**src/rtl/axi_node_pkg.sv**
```systemverilog
// Shared AXI node definitions: response codes and the routing-field width helper.
package axi_node_pkg;

  localparam logic [1:0] RESP_OKAY   = 2'b00;
  localparam logic [1:0] RESP_EXOKAY = 2'b01;
  localparam logic [1:0] RESP_SLVERR = 2'b10;
  localparam logic [1:0] RESP_DECERR = 2'b11;

  // Matches the node's `log2 macro: smallest w with v < 2**w (so route_w(2) == 2).
  function automatic int unsigned route_w(input int unsigned v);
    int unsigned w;
    w = 0;
    for (int i = 0; i < 32; i++)
      if (64'(v) >= (64'd1 << i)) w = i + 1;
    return w;
  endfunction

endpackage

```
**src/rtl/axi_bw_allocator_rr_if.sv**
```systemverilog
// B-channel bundle between the initiator-side decoders, the allocator and the target side.
interface axi_bw_allocator_rr_if
  import axi_node_pkg::*;
#(
  parameter int N_INIT_PORT = 4,
  parameter int AXI_ID_IN   = 4,
  parameter int N_TARG_PORT = 3,
  parameter int AXI_ID_OUT  = AXI_ID_IN + int'(route_w(N_TARG_PORT - 1)),
  parameter int AXI_USER_W  = 6
);
  logic [N_INIT_PORT-1:0][AXI_ID_OUT-1:0] bid_i;
  logic [N_INIT_PORT-1:0][1:0]            bresp_i;
  logic [N_INIT_PORT-1:0][AXI_USER_W-1:0] buser_i;
  logic [N_INIT_PORT-1:0]                 bvalid_i;
  logic [N_INIT_PORT-1:0]                 bready_o;
  logic [AXI_ID_IN-1:0]                   bid_o;
  logic [1:0]                             bresp_o;
  logic [AXI_USER_W-1:0]                  buser_o;
  logic                                   bvalid_o;
  logic                                   bready_i;

  modport slave (
    input  bid_i, bresp_i, buser_i, bvalid_i, bready_i,
    output bready_o, bid_o, bresp_o, buser_o, bvalid_o
  );

  modport master (
    output bid_i, bresp_i, buser_i, bvalid_i, bready_i,
    input  bready_o, bid_o, bresp_o, buser_o, bvalid_o
  );
endinterface

```
**src/rtl/axi_bw_rr_arbiter.sv**
```systemverilog
// N-way round-robin arbiter; pointer advances past the winner only when en is high.
module axi_bw_rr_arbiter #(
  parameter int N  = 4,
  parameter int IW = (N > 1) ? $clog2(N) : 1
) (
  input  logic          clk,
  input  logic          rst_n,
  input  logic [N-1:0]  req,
  input  logic          en,
  output logic [N-1:0]  gnt,
  output logic [IW-1:0] gnt_idx
);

  logic [IW-1:0] ptr;

  always_comb begin
    logic          found;
    logic [IW-1:0] idx;
    gnt     = '0;
    gnt_idx = '0;
    found   = 1'b0;
    idx     = '0;
    for (int i = 0; i < N; i++) begin
      idx = IW'((int'(ptr) + i) % N);
      if (!found && req[idx]) begin
        found    = 1'b1;
        gnt_idx  = idx;
        gnt[idx] = 1'b1;
      end
    end
  end

  always_ff @(posedge clk or negedge rst_n) begin
    if (!rst_n)  ptr <= '0;
    else if (en) ptr <= (gnt_idx == IW'(N - 1)) ? '0 : gnt_idx + 1'b1;
  end

endmodule

```
**src/rtl/axi_bw_allocator_rr.sv**
```systemverilog
// Per-target-port B-channel allocator: round-robin over initiator ports into one output register.
// Optional AXI_BW_ERR_CNT_EN adds a saturating error-response counter on err_cnt_o.
module axi_bw_allocator_rr
  import axi_node_pkg::*;
#(
  parameter int N_INIT_PORT = 4,
  parameter int AXI_ID_IN   = 4,
  parameter int N_TARG_PORT = 3,
  parameter int AXI_ID_OUT  = AXI_ID_IN + int'(route_w(N_TARG_PORT - 1)),
  parameter int AXI_USER_W  = 6
) (
  input  logic                 clk,
  input  logic                 rst_n,
`ifdef AXI_BW_ERR_CNT_EN
  output logic [15:0]          err_cnt_o,
`endif
  axi_bw_allocator_rr_if.slave bus
);

  localparam int IW = (N_INIT_PORT > 1) ? $clog2(N_INIT_PORT) : 1;

  logic [N_INIT_PORT-1:0] gnt;
  logic [IW-1:0]          gnt_idx;
  logic                   load;
  logic [AXI_ID_OUT-1:0]  sel_id;
  logic                   unused_route;

  logic                   bvalid_q;
  logic [AXI_ID_IN-1:0]   bid_q;
  logic [1:0]             bresp_q;
  logic [AXI_USER_W-1:0]  buser_q;

  // Accept a new response whenever the slot is empty or being drained this cycle.
  assign load = (|bus.bvalid_i) && (!bvalid_q || bus.bready_i);

  axi_bw_rr_arbiter #(.N(N_INIT_PORT), .IW(IW)) u_arb (
    .clk     (clk),
    .rst_n   (rst_n),
    .req     (bus.bvalid_i),
    .en      (load),
    .gnt     (gnt),
    .gnt_idx (gnt_idx)
  );

  assign bus.bready_o = load ? gnt : '0;

  // Routing bits were consumed by the decoder; only the original ID travels on.
  assign sel_id       = bus.bid_i[gnt_idx];
  assign unused_route = ^sel_id[AXI_ID_OUT-1:AXI_ID_IN];

  always_ff @(posedge clk or negedge rst_n) begin
    if (!rst_n) begin
      bvalid_q <= 1'b0;
      bid_q    <= '0;
      bresp_q  <= '0;
      buser_q  <= '0;
    end else if (load) begin
      bvalid_q <= 1'b1;
      bid_q    <= sel_id[AXI_ID_IN-1:0];
      bresp_q  <= bus.bresp_i[gnt_idx];
      buser_q  <= bus.buser_i[gnt_idx];
    end else if (bus.bready_i) begin
      bvalid_q <= 1'b0;
    end
  end

  assign bus.bvalid_o = bvalid_q;
  assign bus.bid_o    = bid_q;
  assign bus.bresp_o  = bresp_q;
  assign bus.buser_o  = buser_q;

`ifdef AXI_BW_ERR_CNT_EN
  logic [15:0] err_cnt_q;

  // bresp[1] set covers both SLVERR and DECERR.
  always_ff @(posedge clk or negedge rst_n) begin
    if (!rst_n)
      err_cnt_q <= '0;
    else if (bvalid_q && bus.bready_i && bresp_q[1] && (err_cnt_q != 16'hFFFF))
      err_cnt_q <= err_cnt_q + 16'd1;
  end

  assign err_cnt_o = err_cnt_q;
`endif

endmodule

```
**src/flat_wrapper.sv**
```systemverilog
// flat-port wrapper written by rule: the top's interface ports become plain ports
module axi_bw_allocator_rr_flat import axi_node_pkg::*;
#(
  parameter int N_INIT_PORT = 4,
  parameter int AXI_ID_IN   = 4,
  parameter int N_TARG_PORT = 3,
  parameter int AXI_ID_OUT  = AXI_ID_IN + int'(route_w(N_TARG_PORT - 1)),
  parameter int AXI_USER_W  = 6
)
  (clk, rst_n, bus_bid_i, bus_bresp_i, bus_buser_i, bus_bvalid_i, bus_bready_i, bus_bready_o, bus_bid_o, bus_bresp_o, bus_buser_o, bus_bvalid_o);
  axi_bw_allocator_rr_if #(.N_INIT_PORT(N_INIT_PORT), .AXI_ID_IN(AXI_ID_IN), .N_TARG_PORT(N_TARG_PORT), .AXI_ID_OUT(AXI_ID_OUT), .AXI_USER_W(AXI_USER_W)) bus_i ();
  input  logic clk;
  input  logic rst_n;
  input wire logic [$bits(bus_i.bid_i)-1:0] bus_bid_i;
  input wire logic [$bits(bus_i.bresp_i)-1:0] bus_bresp_i;
  input wire logic [$bits(bus_i.buser_i)-1:0] bus_buser_i;
  input wire logic [$bits(bus_i.bvalid_i)-1:0] bus_bvalid_i;
  input wire logic [$bits(bus_i.bready_i)-1:0] bus_bready_i;
  output wire logic [$bits(bus_i.bready_o)-1:0] bus_bready_o;
  output wire logic [$bits(bus_i.bid_o)-1:0] bus_bid_o;
  output wire logic [$bits(bus_i.bresp_o)-1:0] bus_bresp_o;
  output wire logic [$bits(bus_i.buser_o)-1:0] bus_buser_o;
  output wire logic [$bits(bus_i.bvalid_o)-1:0] bus_bvalid_o;
  assign bus_i.bid_i = bus_bid_i;
  assign bus_i.bresp_i = bus_bresp_i;
  assign bus_i.buser_i = bus_buser_i;
  assign bus_i.bvalid_i = bus_bvalid_i;
  assign bus_i.bready_i = bus_bready_i;
  assign bus_bready_o = bus_i.bready_o;
  assign bus_bid_o = bus_i.bid_o;
  assign bus_bresp_o = bus_i.bresp_o;
  assign bus_buser_o = bus_i.buser_o;
  assign bus_bvalid_o = bus_i.bvalid_o;
  axi_bw_allocator_rr #(.N_INIT_PORT(N_INIT_PORT), .AXI_ID_IN(AXI_ID_IN), .N_TARG_PORT(N_TARG_PORT), .AXI_ID_OUT(AXI_ID_OUT), .AXI_USER_W(AXI_USER_W)) u_core (.clk(clk), .rst_n(rst_n), .bus(bus_i));
endmodule
```
**config.mk**
```make
export PLATFORM = sky130hd
export DESIGN_NAME = axi_bw_allocator_rr_flat
export DESIGN_NICKNAME = d
export VERILOG_FILES = /design/src/rtl/axi_node_pkg.sv /design/src/rtl/axi_bw_allocator_rr_if.sv /design/src/rtl/axi_bw_rr_arbiter.sv /design/src/rtl/axi_bw_allocator_rr.sv /design/src/flat_wrapper.sv
export SDC_FILE = /design/constraint.sdc
export NUM_CORES = 1
export LEC_CHECK = 0
export ABC_AREA = 1
export CAP_MARGIN = 20
export CORE_UTILIZATION = 42
export DETAILED_ROUTE_END_ITERATION = 6
export PLACE_DENSITY = 0.91
export SYNTH_ARGS = -nofsm -noshare
export SYNTH_HDL_FRONTEND = slang
export SYNTH_SLANG_ARGS = --single-unit
```
**constraint.sdc**
```tcl
create_clock -name clk -period 2.9 [get_ports clk]
set_input_delay 0.725 -clock clk [delete_from_list [all_inputs] [get_ports clk]]
set_output_delay 0.725 -clock clk [all_outputs]
set_load 0.03 [all_outputs]
```
==> run summary, run 1 <==
Status: complete, no violations
Crit path max-delay family: simple AND/OR/NAND/NOR gates
Top cells by area, synth: dfrtp_1 21%, nand2_1 21%, nand3_1 17%
Number of global-route vias before repair: 1940
Sum Neg Setup Slack: 0 ns
Synth area leader: dfrtp_1
DR pass1 iterations: 4
Headroom to the max-slew limit: 54.1%
Critical Path AT: 2.11 ns
Remaining DRCs: 0
Crit path top cell by count: nand2_1
Levels on crit path: 13
Lkg Pwr: 1.54 nW
Flop pwr share: 10.1%
GRT overflow: 0
Initial antenna violation count: 0
CP Cell Sequence: dlygate4sd2_1, nand2_2, nand3_2, nand2_4, inv_2, nor2_8, nand2_1, o22ai_1, a21oi_1, nand2_1, nand2_1, inv_1, buf_4
Max Freq: 0.353 GHz
Hold Path Class: reg -> reg
Switching Share: 56.3%
Mapped Area: 1750 um^2
Worst Setup Start Kind: input port
Final hold slack: 0.484 ns
Clock Power Share: 4.6%
Layout Nets: 456
Internal Power: 1.63 mW
RD Place Congestion: 0.817
ANT cells: 0
Final hold viol count: 0
Post-synth net total: 364
Iteration-0 DRC count of the detailed router: 172
End-of-flow core utilization: 68.4%
Die area: 4420 um^2
Share of cells above drive strength 1: 17.7%
Initial Utilization: 43.7%
Reg2reg end: u_core.bus.buser_o[4]
Vias per inst: 4.91
Port Buffers: 71
Die Ht: 66.5 um
Slew Viols, Final: 0
Cell Pwr Density: 1370 nW/um^2
Sum of net half-perimeters after detailed placement: 4000 um
Total GRT Usage: 24.9%
CTS tree: done
H-tree Lvls: 1
Largest net degree at the start of global routing: 26
M1 GR Usage: 30.9%
CTS root buf: clkbuf_8
First-pass GRT wire length: 8370 um
Post-route ant nets: 0
RR Startpoint: u_core.u_arb.ptr[0]
Worst-Skew Late Latency: 0.25 ns
Grt peak-use layer: met2
CTS clk-pin slew, worst paths: 0.06 ns
Distinct cells, synth: 26
Max FO, Critical Path: 4
Crit path to: bus_bready_o[3]
Yosys top cell area share: 21.5%
Start point of the critical path: bus_bvalid_i[1]
Final period utilization: 97.7%
Vias post-DR: 2137
Clk sink count: 15
Number of synthesized register bits: 15
M2 GR Usage: 43.1%
Core area: 4000 um^2
WP buf/inv: 4
Post-placement cell count: 425
Ports: 80
Site Rows: 23
GR met3 Demand/Resource: 2.57%
Setup Skew: 0.000961 ns
Reg2Reg Depth: 16
Yosys warns: 0
Slew @ Worst Pin: 0.686 ns
Register-to-Register Setup Slack: 0.54 ns
MaxCap Viol Count: 0
Die width: 66.5 um
Final Power: 3.74 mW
Clock Path Buffers: 2
P_sw: 2.10 mW
Final cell count without fillers: 435
Crit Path Category: in -> out
CP Data Required Time: 2.17 ns
Num CTS Buffers: 3
Worst setup EP type: primary output
DRT Wirelength: 5500 um
Sequential area share after synthesis: 21.5%
Crit-path slowest cell: dlygate4sd2_1
Combinational power share: 85.3%
Peak VDD IR: 0.763 mV
Area growth, synth to finish: 56.5%
DR WL/cell: 12.7 um
Critical Path Max Stage Delay: 0.28 ns
Synthesized instance count: 294
Finish-stage setup viols: 0
Avg Inst Size Synth: 5.95 um^2
Final Critical Period: 2.83 ns
## state kept, by name, summed over array words and instances, names as in the netlist
register             flops
u_core.bus.buser_o       6
u_core.bus.bid_o         4
u_core.bus.bresp_o       2
u_core.bus.bvalid_o      1
u_core.u_arb.ptr         2
## worst reg2reg max path: cells and delay by family, from the launching register on
family | cells | cell delay [ns]
AOI/OAI and AO/OA | 1 | 0.19
buffers and inverters | 3 | 0.44
DFF | 1 | 0.41
and+or+nand+nor | 12 | 1.26
## synthesized netlist by cell type
cell type	n
nand2_1	96
inv_1	62
nand3_1	58
dfrtp_1	15
nand2_2	9
buf_2	8
ha_1	7
nand2_4	5
inv_2	4
o21ai_0	4
a21oi_1	3
buf_6	3
nand4_1	3
a31oi_1	2
nand3_2	2
nor2_1	2
o22ai_1	2
clkbuf_1	1
inv_6	1
nand4_4	1
nor2_4	1
nor2_8	1
nor4_1	1
o2111ai_1	1
o21ai_1	1
o221ai_1	1
## kinds of logic after synthesis
family                     Yosys count  synth area share (%)
buffers and inverters               79                  19.1
adders and majority gates            7                  5.01
DFF                                 15                  21.5
AOI/OAI and AO/OA                   14                  4.72
and+or+nand+nor                    179                  49.7
## metal layers
layer  part of all wire (%)  vias up
met5                      0        -
met2                     52       79
met4                    2.4        0
li1                       -     1082
met1                     41      965
met3                    5.2       11
## layout by cell type, fill, tap and decap left out, types with 4 or more instances in the layout
| cell type | Yosys | layout |
|---|---|---|
| nand2_1 | 96 | 93 |
| clkdlybuf4s50_1 | 0 | 63 |
| inv_1 | 62 | 61 |
| nand3_1 | 58 | 57 |
| buf_4 | 0 | 31 |
| dfrtp_1 | 15 | 14 |
| nand2_2 | 9 | 12 |
| ha_1 | 7 | 6 |
| inv_2 | 4 | 5 |
| nand2_4 | 5 | 4 |
## per-stage QoR
| stage | setup WS, ns | cell area, um^2 |
|---|---|---|
| 6_report | 0.0671 | 2740 |
| 5_1_grt | -0.0269 | 2740 |
| 4_1_cts | 0.0329 | 2690 |
| 3_5_place_dp | -0.181 | 2610 |
| 3_3_place_gp | -0.108 | 2610 |
| 2_1_floorplan | 0.242 | 1750 |
## power by group through the flow
| stage | clock (mW) | sequential, mW | combinational [mW] |
|---|---|---|---|
| floorplan | 0 | 0.542 | 1.90 |
| global placement | 0 | 0.388 | 2.83 |
| detailed placement | 0 | 0.388 | 2.93 |
| CTS | 0.172 | 0.387 | 3.01 |
| global route | 0.186 | 0.385 | 3.51 |
| finish | 0.174 | 0.378 | 3.19 |
## worst min path at each step
stage                                from               endpoint  slack (ns)  cells past startpoint
finish              u_core.bus.buser_o[2]  u_core.bus.buser_o[2]        0.48                      2
global route          u_core.bus.bid_o[1]    u_core.bus.bid_o[1]        0.50                      2
CTS                 u_core.bus.buser_o[0]  u_core.bus.buser_o[0]        0.49                      2
detailed placement    u_core.bus.bid_o[2]    u_core.bus.bid_o[2]        0.47                      2
global placement      u_core.bus.bid_o[0]    u_core.bus.bid_o[0]        0.46                      2
floorplan                           rst_n    u_core.bus.bid_o[0]        0.43                      0
## final cells by class
| type | count | area [um^2] |
|---|---|---|
| Clock buffer | 3 | 41.3 |
| Multi-Input combinational cell | 200 | 1080 |
| Clock inverter | 1 | 5.00 |
| Inverter | 67 | 256 |
| Timing Repair Buffer | 99 | 915 |
| Fill cell | 344 | 1260 |
| Tap cell | 50 | 62.6 |
| Sequential cell | 15 | 377 |
## what timing repair did
| action | 4_1_cts | 5_1_grt |
|---|---|---|
| gates cloned | 0 | 0 |
| pin swaps | 1 | 2 |
| endpoints found under the setup margin | 4 | 4 |
| resized for setup | 10 | 7 |
| hold buffers | 0 | 0 |
| buffers inserted | 1 | 5 |
(Power assumes the default switching activity.)
==> run 2: changes to the inputs <==
- CORE_UTILIZATION: 42 -> 43
- PLACE_DENSITY: 0.91 -> 0.92
- SYNTH_HIERARCHICAL: default -> 1
==> run 2 against run 1 <==
Net effect:
- core utilization up 1.0 points
- global-route usage down 1.4 points
- first-iteration DRC count down 20%
- worst setup slack better by 0.035 ns
- via count down 0.98%
- cell count up 1.4%
- critical path depth down 3
- critical path type unchanged
- highest routed layer unchanged
==> run summary, run 2 <==
Final hold viol count: 0 (unchanged)
Die width: 66.7 um (+0.30%)
Compound-gate portion of the synthesized area: 5.56% (+0.84 points)
Peak VDD IR: 0.841 mV (+10%)
Post-placement cell count: 432 (+1.6%)
Vias per inst: 4.80 (-2.3%)
Slew @ Worst Pin: 0.626 ns (-0.0600 ns)
CTS clk-pin slew, worst paths: 0.06 ns (about the same)
RD Place Congestion: 0.878 (+7.5%)
Die area: 4450 um^2 (+0.60%)
Post-synthesis xor/xnor area fraction: 0% (unchanged)
Crit Path Category: in -> out
Number of synthesized flops with an enable pin: 0 (unchanged)
Crit-path slowest cell: clkdlybuf4s15_1
CP Cell Sequence: clkdlybuf4s15_1, nand2_2, nand3_2, nand2_4, buf_4, nand4_2, o221ai_2, inv_1, nor2_1, buf_4
DR pass1 iterations: 4 (unchanged)
Simple-Gate Fraction of Synth Area: 50.1% (+0.43 points)
Final Power: 3.98 mW (+6.5%)
Max FO, Critical Path: 6 (+2)
Final Critical Period: 2.80 ns (-0.0345 ns)
Crit path top cell by count: buf_4
Ports: 80 (unchanged)
Total GRT Usage: 23.5% (-1.4 points)
Core area: 4000 um^2 (unchanged)
Clock Path Buffers: 2 (unchanged)
Final period utilization: 96.5% (-1.2 points)
Synth Area in Adders: 3.47% (-1.5 points)
Critical Path Max Stage Delay: 0.25 ns (-0.03 ns)
Commonest non-fill, non-tap cell in the layout: nand2_1
Initial antenna violation count: 0 (unchanged)
Iteration-0 DRC count of the detailed router: 137 (-20%)
Vias post-DR: 2116 (-0.98%)
H-tree Lvls: 1 (unchanged)
Most frequent cell after synthesis: nand2_1
Max reg flops: 6 (unchanged)
Site Rows: 23 (unchanged)
Mapped Area: 1800 um^2 (+3.0%)
Avg Inst Size Synth: 6.06 um^2 (+2.0%)
Worst setup EP type: primary output
Yosys top cell area share: 24.4% (+2.9 points)
Worst Setup Start Kind: input port
Headroom to the max-slew limit: 58.1% (+4.0 points)
Slew Viols, Final: 0 (unchanged)
Initial Utilization: 45.0% (+1.3 points)
FFs w/ async S/R, synth: 100% (unchanged)
Synth area leader: nand2_1
Distinct cells, synth: 30 (+15%)
Mux share of post-synthesis cell area: 0% (unchanged)
Post-synth top cells: 117 x nand2_1, 62 x inv_1, 32 x nand3_1, 15 x dfrtp_1, 9 x nand2_2
End-of-flow core utilization: 69.4% (+1.0 points)
Design Area, Final: 2780 um^2 (+1.5%)
Number of synthesized register bits: 15 (unchanged)
MaxCap Viol Count: 0 (unchanged)
Post-synth net total: 365 (+0.27%)
ANT cells: 0 (unchanged)
GRT overflow: 0 (unchanged)
Final cell count without fillers: 441 (+1.4%)
Status: complete, no violations
Area growth, synth to finish: 54.3%
DRT Wirelength: 5080 um (-7.6%)
DR WL/cell: 11.5 um (-8.9%)
Post-route ant nets: 0 (unchanged)
Remaining DRCs: 0 (unchanged)
Num CTS Buffers: 3 (unchanged)
Most frequent cells in the layout: 114 x nand2_1, 63 x clkdlybuf4s50_1, 62 x inv_1
Critical Path AT: 2.07 ns (-0.04 ns)
Finish-stage setup viols: 0 (unchanged)
Die Ht: 66.7 um (+0.30%)
Top cells by area, synth: nand2_1 24%, dfrtp_1 21%, inv_1 13%
Port Buffers: 71 (unchanged)
Synthesized instance count: 297 (+1.0%)
Setup Skew: 0.00197 ns (+0.00101 ns)
Final hold slack: 0.490 ns (+0.00598 ns)
Synth Flop Type: dfrtp_1
Number of global-route vias before repair: 1976 (+1.9%)
CTS root buf: clkbuf_8
Hold Path Class: reg -> reg
Main combinational cell family by area after synthesis: simple AND/OR/NAND/NOR gates
First-pass GRT wire length: 8170 um (-2.4%)
Share of cells above drive strength 1: 21.0% (+3.3 points)
Filler cells: 331 (-3.8%)
Cell Pwr Density: 1430 nW/um^2 (+4.9%)
Yosys warns: 6 (+6)
Lkg Pwr: 1.54 nW (+0.35%)
Sum of net half-perimeters after detailed placement: 4050 um (+1.2%)
Clk sink count: 15 (unchanged)
Worst-Skew Late Latency: 0.24 ns (about the same)
CTS tree: done
Layout Nets: 460 (+0.88%)
Sequential area share after synthesis: 20.8% (-0.63 points)
CP Data Required Time: 2.17 ns (about the same)
Placed cell area: 2670 um^2 (+2.2%)
Largest net degree at the start of global routing: 25 (-3.8%)
Max Freq: 0.357 GHz (+1.2%)
## run 2: cell count changes after synthesis, sizes merged
cell    previous run  this run
nand3             60        37
nand2            110       132
inv               67        69
ha                 7         5
buf               11        10
nand4              4         3
clkbuf             1         0
o22ai              2         0
nor2               4        12
a22oi              0         2
nor4               1         0
## run 2: critical path, delay by kind of cell
family	cells	cell delay (ns)
buf+inv	4	0.59
compound gates	1	0.17
simple gates	5	0.58
## run 2: logic make-up (layout without fill, tap and decap cells)
| kind of cell | after synthesis | in the layout |
|---|---|---|
| and+or+nand+nor | 184 | 184 |
| buffers and inverters | 79 | 173 |
| DFF | 15 | 15 |
| AOI/OAI and AO/OA | 14 | 14 |
| adders and majority gates | 5 | 5 |
## run 2: worst paths after layout
check / startpoint / endpoint / slack [ns] / cells after the start
max: bus_bvalid_i[0] / bus_bready_o[0] / 0.10 / 10
min: u_core/bus.bid_o[1] / u_core/bus.bid_o[1] / 0.49 / 2
max reg2reg: flip-flop / u_core/bus.buser_o[2] / 0.54 / 16
min reg2reg: u_core/bus.bid_o[1] / u_core/bus.bid_o[1] / 0.49 / 2
max in group asynchronous: rst_n / async pin / 1.58 / 1
min in group asynchronous: rst_n / u_core/bus.buser_o[4] / 0.87 / 1
## run 2: routing by layer
metal	up-vias	track usage [%]	part of all wire, %
li1	1074	-	-
met4	0	9.31	1.5
met2	77	40.8	51
met3	12	3.42	5.7
met5	-	0	0
met1	953	28.7	42
## run 2: power breakdown
group          switching, mW  total [mW]  internal, mW
logic                   2.04        3.43          1.40
registers             0.0656       0.390         0.324
clock network         0.0654       0.163        0.0971
## run 2: metrics by stage
| stage | TNS [ns] | setup WS (ns) |
|---|---|---|
| finish | 0 | 0.102 |
| global route | -0.0481 | -0.0249 |
| CTS | 0 | 0.000641 |
| detailed placement | -0.726 | -0.198 |
| global placement | -0.565 | -0.179 |
| floorplan | 0 | 0.0619 |
## run 2: area by class of cell
type                            count  area (um^2)  area share (%)
Inverter                           69          272            9.77
Timing Repair Buffer              100          921            33.2
Tap cell                           50         62.6            2.25
Sequential cell                    15          377            13.6
Clock buffer                        4         45.0            1.62
Multi-Input combinational cell    203         1100            39.6
## run 2: timing repair
item | in CTS | in global routing
setup buffers | 1 | 4
endpoints found under the hold margin | 0 | 0
pin swaps | 1 | 4
endpoints found under the setup margin | 4 | 4
hold buffers | 0 | 0
resized for setup | 6 | 15
==> run 3: changes to the inputs <==
- CORE_ASPECT_RATIO: default -> 1.1
- CORE_MARGIN: default -> 2
==> run 3 against run 2 <==
Net effect:
- via count shrank 2.5%
- sequential share of layout area shrank 0.079 points
- wire length shrank 5.7%
- global-route usage shrank 2.1 points
- first-iteration DRC count shrank 8.8%
- maximum frequency shrank 0.83%
- die area grew 6.1%
- final area grew 0.59%
- sequential power is essentially flat
- non-clock buffer count shrank 1
- worst setup slack lost 0.023 ns
==> run summary, run 3 (synthesis results as in run 2) <==
Num CTS Buffers: 3 (unchanged)
Iteration-0 DRC count of the detailed router: 125 (-8.8%)
Max FO, Critical Path: 5 (-1)
Worst-Skew Late Latency: 0.24 ns (about the same)
Cell Pwr Density: 1410 nW/um^2 (-1.6%)
Die Ht: 71.9 um (+7.7%)
Clk sink count: 15 (unchanged)
Crit Path Category: in -> out
CTS root buf: clkbuf_8
Peak VDD IR: 0.998 mV (+19%)
Final hold viol count: 0 (unchanged)
Port Buffers: 71 (unchanged)
Finish-stage setup viols: 0 (unchanged)
Core area: 3990 um^2 (-0.16%)
Final period utilization: 97.3% (+0.81 points)
DR pass1 iterations: 4 (unchanged)
Vias per inst: 4.67 (-2.7%)
Filler cells: 323 (-2.4%)
Hold Path Class: reg -> reg
Layout Nets: 459 (-0.22%)
Status: complete, no violations
Initial antenna violation count: 0 (unchanged)
Slew Viols, Final: 0 (unchanged)
Total GRT Usage: 21.4% (-2.1 points)
GRT overflow: 0 (unchanged)
CP Data Required Time: 2.17 ns (about the same)
Final Critical Period: 2.82 ns (+0.0235 ns)
CTS clk-pin slew, worst paths: 0.06 ns (about the same)
Lkg Pwr: 1.55 nW (+0.29%)
Critical Path AT: 2.10 ns (+0.03 ns)
Max reg flops: 6 (unchanged)
Initial Utilization: 45.1% (+0.071 points)
Sum of net half-perimeters after detailed placement: 3720 um (-8.2%)
Clock Path Buffers: 2 (unchanged)
DR WL/cell: 10.8 um (-5.9%)
Ports: 80 (unchanged)
Largest net degree at the start of global routing: 25 (unchanged)
RD Place Congestion: 0.873 (-0.63%)
CTS tree: done
End-of-flow core utilization: 70.0% (+0.52 points)
Post-route ant nets: 0 (unchanged)
Die area: 4720 um^2 (+6.1%)
Setup Skew: 0.00259 ns (+0.000623 ns)
Commonest non-fill, non-tap cell in the layout: nand2_1
Slew @ Worst Pin: 0.643 ns (+0.0166 ns)
# hold bufs at CTS: 0 (unchanged)
Vias post-DR: 2063 (-2.5%)
DRT Wirelength: 4790 um (-5.7%)
Final hold slack: 0.487 ns (-0.00244 ns)
Headroom to the max-slew limit: 57.0% (-1.1 points)
Most frequent cells in the layout: 112 x nand2_1, 63 x clkdlybuf4s50_1, 61 x inv_1
Remaining DRCs: 0 (unchanged)
Sum Neg Setup Slack: 0 ns (unchanged)
H-tree Lvls: 1 (unchanged)
Slack of the critical path: 0.0782 ns (-0.0235 ns)
Area growth, synth to finish: 55.2%
Max Freq: 0.354 GHz (-0.83%)
Site Rows: 24 (+4.3%)
Worst Setup Start Kind: input port
Dpl ws: -0.206 ns (-0.00768 ns)
Share of cells above drive strength 1: 21.8% (+0.82 points)
ANT cells: 0 (unchanged)
MaxCap Viol Count: 0 (unchanged)
Die width: 65.7 um (-1.5%)
Number of global-route vias before repair: 1977 (+0.051%)
Worst setup EP type: primary output
First-pass GRT wire length: 8160 um (about the same)
run 3: cell types whose count changed in the layout (fill, tap and decap cells not counted), sizes merged:
cell / before / now
buf: 33 / 32
dlygate4sd2: 0 / 1
clkdlybuf4s15: 2 / 0
clkinv: 0 / 1
run 3: path summary, 6_finish.rpt:
kind | startpoint | endpoint | slack, ns | cells past startpoint
min in group asynchronous | rst_n | u_core/bus.bresp_o[1] | 0.88 | 1
hold / removal | u_core/bus.buser_o[0] | u_core/bus.buser_o[0] | 0.49 | 2
max in group asynchronous | rst_n | async pin | 1.57 | 1
setup reg to reg | flip-flop | u_core/bus.buser_o[5] | 0.54 | 17
setup / recovery | bus_bvalid_i[1] | bus_bready_o[2] | 0.08 | 12
hold reg to reg | u_core/bus.buser_o[0] | u_core/bus.buser_o[0] | 0.49 | 2
run 3: layer usage:
metal / part of all wire, % / track usage, %
met2: 53 / 39.5
met4: 1.4 / 7.87
met1: 40 / 25.3
met3: 6.2 / 2.04
met5: 0 / 0
run 3: worst max-delay path, stage by stage:
cell	delay, ns
dlygate4sd2_1	0.28
nand2_2	0.09
nand3_2	0.08
nand2_4	0.12
buf_12	0.11
nand3_4	0.08
nor2_4	0.14
nand2_1	0.07
nand3_1	0.07
inv_1	0.05
nor2_1	0.10
buf_4	0.16
run 3: metrics by stage:
step | power (mW) | instances | area (um^2)
floorplan | 2.67 | 297 | 1800
global placement | 3.44 | 434 | 2680
detailed placement | 3.52 | 434 | 2680
CTS | 3.81 | 440 | 2760
global route | 4.32 | 442 | 2790
finish | 3.94 | 442 | 2790
run 3: final cells by class:
cell class	count	area, um^2	area share, %
multi-input cells	203	1100	39.5
repair buffers	99	932	33.4
flip-flops and latches	15	377	13.5
inverters	69	272	9.72
well taps	52	65.1	2.33
clock buffers	3	41.3	1.48
clock inverters	1	5.00	0.179
run 3: report_power, final:
| part | switching (mW) | total, mW | internal [mW] |
|---|---|---|---|
| sequential | 0.0651 | 0.389 | 0.324 |
| clock | 0.0678 | 0.163 | 0.0949 |
| combinational | 1.98 | 3.39 | 1.40 |
run 3: repair_timing:
action                                  CTS  global route
endpoints found under the setup margin    4             4
gates resized for setup                   9            12
buffers inserted                          2             2
pin swaps                                 1             5
